==> src/rtl/wt_dcache_repl_ctrl.sv <==
// SRRIP replacement-state update sequencer for the write-through dcache.
// Arbitrates miss insertions, buffered hit promotions and flush sweeps.
module wt_dcache_repl_ctrl #(
  parameter int IDX_W     = 8,
  parameter int WAY_W     = 2,
  parameter int NUM_SETS  = 256,
  parameter int HIT_DEPTH = 4
) (
  input  logic             clk_i,
  input  logic             rst_ni,
  input  logic             flush_i,
  output logic             flush_ack_o,
  input  logic             hit_valid_i,
  input  logic [IDX_W-1:0] hit_idx_i,
  input  logic [WAY_W-1:0] hit_way_i,
  input  logic             miss_req_i,
  input  logic [IDX_W-1:0] miss_idx_i,
  output logic             miss_gnt_o,
  output logic [WAY_W-1:0] miss_way_o,
  output logic             upd_miss_o,
  output logic [IDX_W-1:0] upd_miss_idx_o,
  output logic             upd_hit_o,
  output logic [IDX_W-1:0] upd_hit_idx_o,
  output logic [WAY_W-1:0] upd_hit_way_o,
  output logic             upd_clr_o,
  output logic [IDX_W-1:0] upd_clr_idx_o,
  input  logic [WAY_W-1:0] repl_way_i,
  output logic             busy_o,
  output logic [7:0]       hit_drop_cnt_o
);

  localparam int PTR_W = $clog2(HIT_DEPTH);
  localparam logic [PTR_W:0] FULL_CNT = (PTR_W+1)'(HIT_DEPTH);
  localparam logic [IDX_W-1:0] LAST_SET = IDX_W'(NUM_SETS-1);

  typedef enum logic [1:0] {
    IDLE,
    SWEEP,
    DONE
  } state_e;

  typedef struct packed {
    logic [IDX_W-1:0] idx;
    logic [WAY_W-1:0] way;
  } hit_t;

  state_e           state_q;
  logic [IDX_W-1:0] clr_cnt_q;
  hit_t             mem_q [HIT_DEPTH];
  logic [PTR_W-1:0] rd_ptr_q;
  logic [PTR_W-1:0] wr_ptr_q;
  logic [PTR_W:0]   cnt_q;
  logic [7:0]       drop_q;

  logic idle;
  logic empty;
  logic full;
  logic do_miss;
  logic do_pop;
  logic do_push;
  logic do_drop;
  logic flush_go;
  hit_t head;

  assign idle     = (state_q == IDLE);
  assign empty    = (cnt_q == '0);
  assign full     = (cnt_q == FULL_CNT);
  assign head     = mem_q[rd_ptr_q];
  // Combinational grant paths are masked so reset forces every output low.
  assign do_miss  = rst_ni & idle & miss_req_i;
  assign do_pop   = rst_ni & idle & ~miss_req_i & ~empty;
  assign do_push  = idle & hit_valid_i & (~full | do_pop);
  assign do_drop  = idle & hit_valid_i & full & ~do_pop;
  assign flush_go = idle & flush_i;

  assign miss_gnt_o     = do_miss;
  assign miss_way_o     = do_miss ? repl_way_i : '0;
  assign upd_miss_o     = do_miss;
  assign upd_miss_idx_o = do_miss ? miss_idx_i : '0;
  assign upd_hit_o      = do_pop;
  assign upd_hit_idx_o  = do_pop ? head.idx : '0;
  assign upd_hit_way_o  = do_pop ? head.way : '0;
  assign upd_clr_o      = (state_q == SWEEP);
  assign upd_clr_idx_o  = clr_cnt_q;
  assign flush_ack_o    = (state_q == DONE);
  assign busy_o         = ~idle;
  assign hit_drop_cnt_o = drop_q;

  always_ff @(posedge clk_i or negedge rst_ni) begin
    if (!rst_ni) begin
      state_q   <= IDLE;
      clr_cnt_q <= '0;
    end else begin
      case (state_q)
        IDLE: begin
          if (flush_i) state_q <= SWEEP;
        end
        SWEEP: begin
          clr_cnt_q <= clr_cnt_q + 1'b1;
          if (clr_cnt_q == LAST_SET) state_q <= DONE;
        end
        DONE: begin
          clr_cnt_q <= '0;
          state_q   <= IDLE;
        end
        default: state_q <= IDLE;
      endcase
    end
  end

  always_ff @(posedge clk_i or negedge rst_ni) begin
    if (!rst_ni) begin
      rd_ptr_q <= '0;
      wr_ptr_q <= '0;
      cnt_q    <= '0;
    end else if (flush_go) begin
      rd_ptr_q <= '0;
      wr_ptr_q <= '0;
      cnt_q    <= '0;
    end else begin
      if (do_push) wr_ptr_q <= wr_ptr_q + 1'b1;
      if (do_pop)  rd_ptr_q <= rd_ptr_q + 1'b1;
      case ({do_push, do_pop})
        2'b10:   cnt_q <= cnt_q + 1'b1;
        2'b01:   cnt_q <= cnt_q - 1'b1;
        default: cnt_q <= cnt_q;
      endcase
    end
  end

  always_ff @(posedge clk_i) begin
    if (do_push) mem_q[wr_ptr_q] <= '{idx: hit_idx_i, way: hit_way_i};
  end

  always_ff @(posedge clk_i or negedge rst_ni) begin
    if (!rst_ni) begin
      drop_q <= '0;
    end else if (do_drop && drop_q != 8'hFF) begin
      drop_q <= drop_q + 1'b1;
    end
  end

endmodule
==> config.mk <==
export PLATFORM = sky130hd
export DESIGN_NAME = wt_dcache_repl_ctrl
export DESIGN_NICKNAME = d
export VERILOG_FILES = /design/src/rtl/wt_dcache_repl_ctrl.sv
export SDC_FILE = /design/constraint.sdc
export NUM_CORES = 1
export LEC_CHECK = 0
export ABC_AREA = 1
export ABC_CLOCK_PERIOD_IN_PS = 6200
export BUFFER_PORTS_ARGS = -buffer_cell sky130_fd_sc_hd__buf_2
export CORE_MARGIN = 3
export CORE_UTILIZATION = 55
export DETAILED_ROUTE_END_ITERATION = 16
export PLACE_DENSITY = 0.8
export SETUP_SLACK_MARGIN = 0.05
export SLEW_MARGIN = 10
export SYNTH_ARGS = -nofsm -noshare
export SYNTH_HDL_FRONTEND = slang
export SYNTH_SLANG_ARGS = --single-unit
==> constraint.sdc <==
create_clock -name clk_i -period 6.2 [get_ports clk_i]
set_clock_uncertainty 0.2 [all_clocks]
set_input_delay 0.31 -clock clk_i [delete_from_list [all_inputs] [get_ports clk_i]]
set_output_delay 0.31 -clock clk_i [all_outputs]
set_load 0.02 [all_outputs]
==> flow_metrics.env <==
export IMPL_ff2ff_path_depth=6
export IMPL_cts_tree="built"
export IMPL_power_mw=1.45
export IMPL_antenna_found_initial=0
export IMPL_clk_path_buf_depth=2
export IMPL_grt_overflow=0
export IMPL_cts_root_buf="clkbuf_8"
export IMPL_final_common_cell="nor2_1"
export IMPL_powerDensity_mw_per_mm2=382
export IMPL_die_area_mm2=0.00664
export IMPL_synthCells=340
export IMPL_place_area_mm2=0.00350
export IMPL_relSlewSlack_pct=38.1
export IMPL_hold_class="primary input to flop"
export IMPL_layout_common_cells="nor2_1, buf_2, nand2_1, inv_1, edfxtp_1"
export IMPL_p_leak_nw=1.80
export IMPL_endpoint_kind="output pin"
export IMPL_switching_power_mw=0.555
export IMPL_nNetsFinal=452
export IMPL_ys_seq_area_share_pct=58.3
export IMPL_synth_area_per_cell_um2=9.22
export IMPL_crit_type="primary input to output pin"
export IMPL_vias=2529
export IMPL_cts_buffers=9
export IMPL_status="finished, final reports clean"
export IMPL_cp_num_cells=7
export IMPL_finalMaxSlewViolations=0
export IMPL_ys_ff_latch=65
export IMPL_intPower_mw=0.891
export IMPL_drt_pass1_iter_count=5
export IMPL_cp_top_family="buffers and inverters"
export IMPL_io_pins=67
export IMPL_ff2ff_setup_slack_ns=3.74
export IMPL_drc=0
export IMPL_path_buf_inv=3
export IMPL_hold_slack_ns=0.00878
export IMPL_track_usage_pct=21.6
export IMPL_min_period_over_period_pct=45.1
export IMPL_worst_setup_path_start_kind="primary input"
export IMPL_drive_above_1_share_pct=20.9
export IMPL_critical_path_required_ns=5.69
export IMPL_rsz0062_at_grt="false"
export IMPL_placementRows=26
export IMPL_post_route_util_pct=71.4
export IMPL_yosys_top_cells_area="edfxtp_1, dfrtp_1, nor2_1, nand2_1, inv_1"
export IMPL_comb_power_share_pct=32.1
export IMPL_synth_distinct_cells=27
export IMPL_maxCapViolCount=0
export IMPL_setup_viol=0
export IMPL_design_area_mm2=0.00379
export IMPL_num_antenna_cells=0
export IMPL_cp_common_cell="buf_2"
export IMPL_power_frac_clock_pct=24.6
export IMPL_die_width_um=81.5
export IMPL_synth_nets=376
export IMPL_worst_ep_arrival_time_ns=2.28
export IMPL_grt_pass1_vias=2395
export IMPL_slowest_delay_ns=0.52
export IMPL_ant_nets=0
export IMPL_dp_hpwl_mm=4.45
export IMPL_core_mm2=0.00530
export IMPL_swShare_pct=38.4
export IMPL_routedWlPerCell_um=13.3
export IMPL_critPathSlowestCell="dlygate4sd3_1"
export IMPL_path_cells="dlygate4sd3_1 -> buf_2 -> nand2_1 -> nor2_4 -> nand2_2 -> a21oi_1 -> buf_2"
export IMPL_initial_core_util_pct=59.1
export IMPL_clock_sinks=65
export IMPL_cp_endpoint="upd_hit_idx_o[1]"
export IMPL_finalSetupTns_ns=0
export IMPL_synth_top_area_share_pct=38.3
export IMPL_yosysWarnings=0
export IMPL_synth_largest_area_cell="edfxtp_1"
export IMPL_r2r_end="mem_q[3][5]"
export IMPL_fin_crit_ns=2.79
export IMPL_clk_latency_ns=0.34
export IMPL_routabilityCongestion=0.858
export IMPL_htree_levels=3
export IMPL_wl_mm=6.54
export IMPL_path_clk_slew_ns=0.07
export IMPL_ir_drop_mv=0.258
export IMPL_hold_violations=0
export IMPL_cp_startpoint="rst_ni"
export IMPL_syn_to_final_growth_pct=20.8
export IMPL_grt_pass1_wl_mm=10.7
export IMPL_die_h_um=81.5
export IMPL_worstMarginPinSlew_ns=0.925
export IMPL_pwr_share_seq_pct=43.2
export IMPL_r2r_start="state_q[1]"
export IMPL_drtIter0Drc=114
export IMPL_via_per_inst=5.15
export IMPL_netlist_area_mm2=0.00314
export IMPL_grt_max_degree=28
export IMPL_io_buffers=66
export IMPL_clock_fmax_mhz=358
export IMPL_cp_max_fo=27
-- per-layer routing --
| metal | vias to the layer above | track usage [%] | share of wire [%] |
|---|---|---|---|
| li1 | 1253 | - | - |
| met1 | 1181 | 26.0 | 43 |
| met2 | 86 | 37.4 | 50 |
| met3 | 9 | 6.58 | 6.2 |
| met4 | 0 | 6.42 | 1.1 |
| met5 | - | 0 | 0 |
-- worst min path at each step --
stage | end | cells after the start | from | slack (ns)
floorplan | cnt_q[0] | 0 | rst_ni | -0.19
global placement | hit_drop_cnt_o[7] | 1 | rst_ni | 0.13
detailed placement | hit_drop_cnt_o[7] | 1 | rst_ni | 0.14
CTS | mem_q[2][5] | 1 | hit_idx_i[3] | 0.006
global route | mem_q[3][6] | 1 | hit_idx_i[4] | 0.001
finish | mem_q[2][5] | 1 | hit_idx_i[3] | 0.009
-- through the flow --
| stage | instances | setup WS [ns] |
|---|---|---|
| 6_report | 491 | 3.41 |
| 5_1_grt | 491 | 3.16 |
| 4_1_cts | 491 | 3.35 |
| 3_5_place_dp | 466 | 3.56 |
| 3_3_place_gp | 466 | 3.66 |
| 2_1_floorplan | 340 | 4.13 |
-- power by group through the flow --
| stage | clock (mW) | combinational (mW) | sequential [mW] |
|---|---|---|---|
| 2_1_floorplan | 0 | 0.331 | 0.624 |
| 3_3_place_gp | 0 | 0.442 | 0.627 |
| 3_5_place_dp | 0 | 0.460 | 0.632 |
| 4_1_cts | 0.361 | 0.468 | 0.625 |
| 5_1_grt | 0.381 | 0.523 | 0.636 |
| 6_report | 0.356 | 0.464 | 0.625 |
-- what timing repair did --
item | 4_1_cts | 5_1_grt
buffers inserted | 0 | 0
resized for setup | 0 | 0
hold buffers | 9 | 0
endpoints found under the hold margin | 57 | 0
-- cells by family after synthesis --
family	synth area share [%]
buf+inv	6.78
xor+xnor	1.96
flops	58.3
fa+ha+maj	4.63
simple gates	20.5
compound gates	7.90
-- cells in the mapped netlist, drive strengths merged --
cell	number
nor2	70
nand2	62
inv	43
edfxtp	40
o21ai	31
dfrtp	25
a21oi	17
nand3	12
ha	10
clkbuf	6
nor3	6
nand4	5
buf	4
xor2	4
xnor2	3
fa	1
nand3b	1
-- registers in the layout, summed over array words and instances (netlist names) --
register	count
upd_clr_idx_o	8
cnt_q	3
rd_ptr_q	2
mem_q	40
wr_ptr_q	2
hit_drop_cnt_o	8
state_q	2
-- area by class of cell --
cell class | instances | area (um2)
Clock inverter | 5 | 55.1
Sequential cell | 65 | 1830
Fill cell | 407 | 1510
Inverter | 43 | 161
Timing Repair Buffer | 75 | 420
Tap cell | 70 | 87.6
Multi-Input combinational cell | 222 | 1100
Clock buffer | 11 | 141
Power figures use the tool's default switching activity.
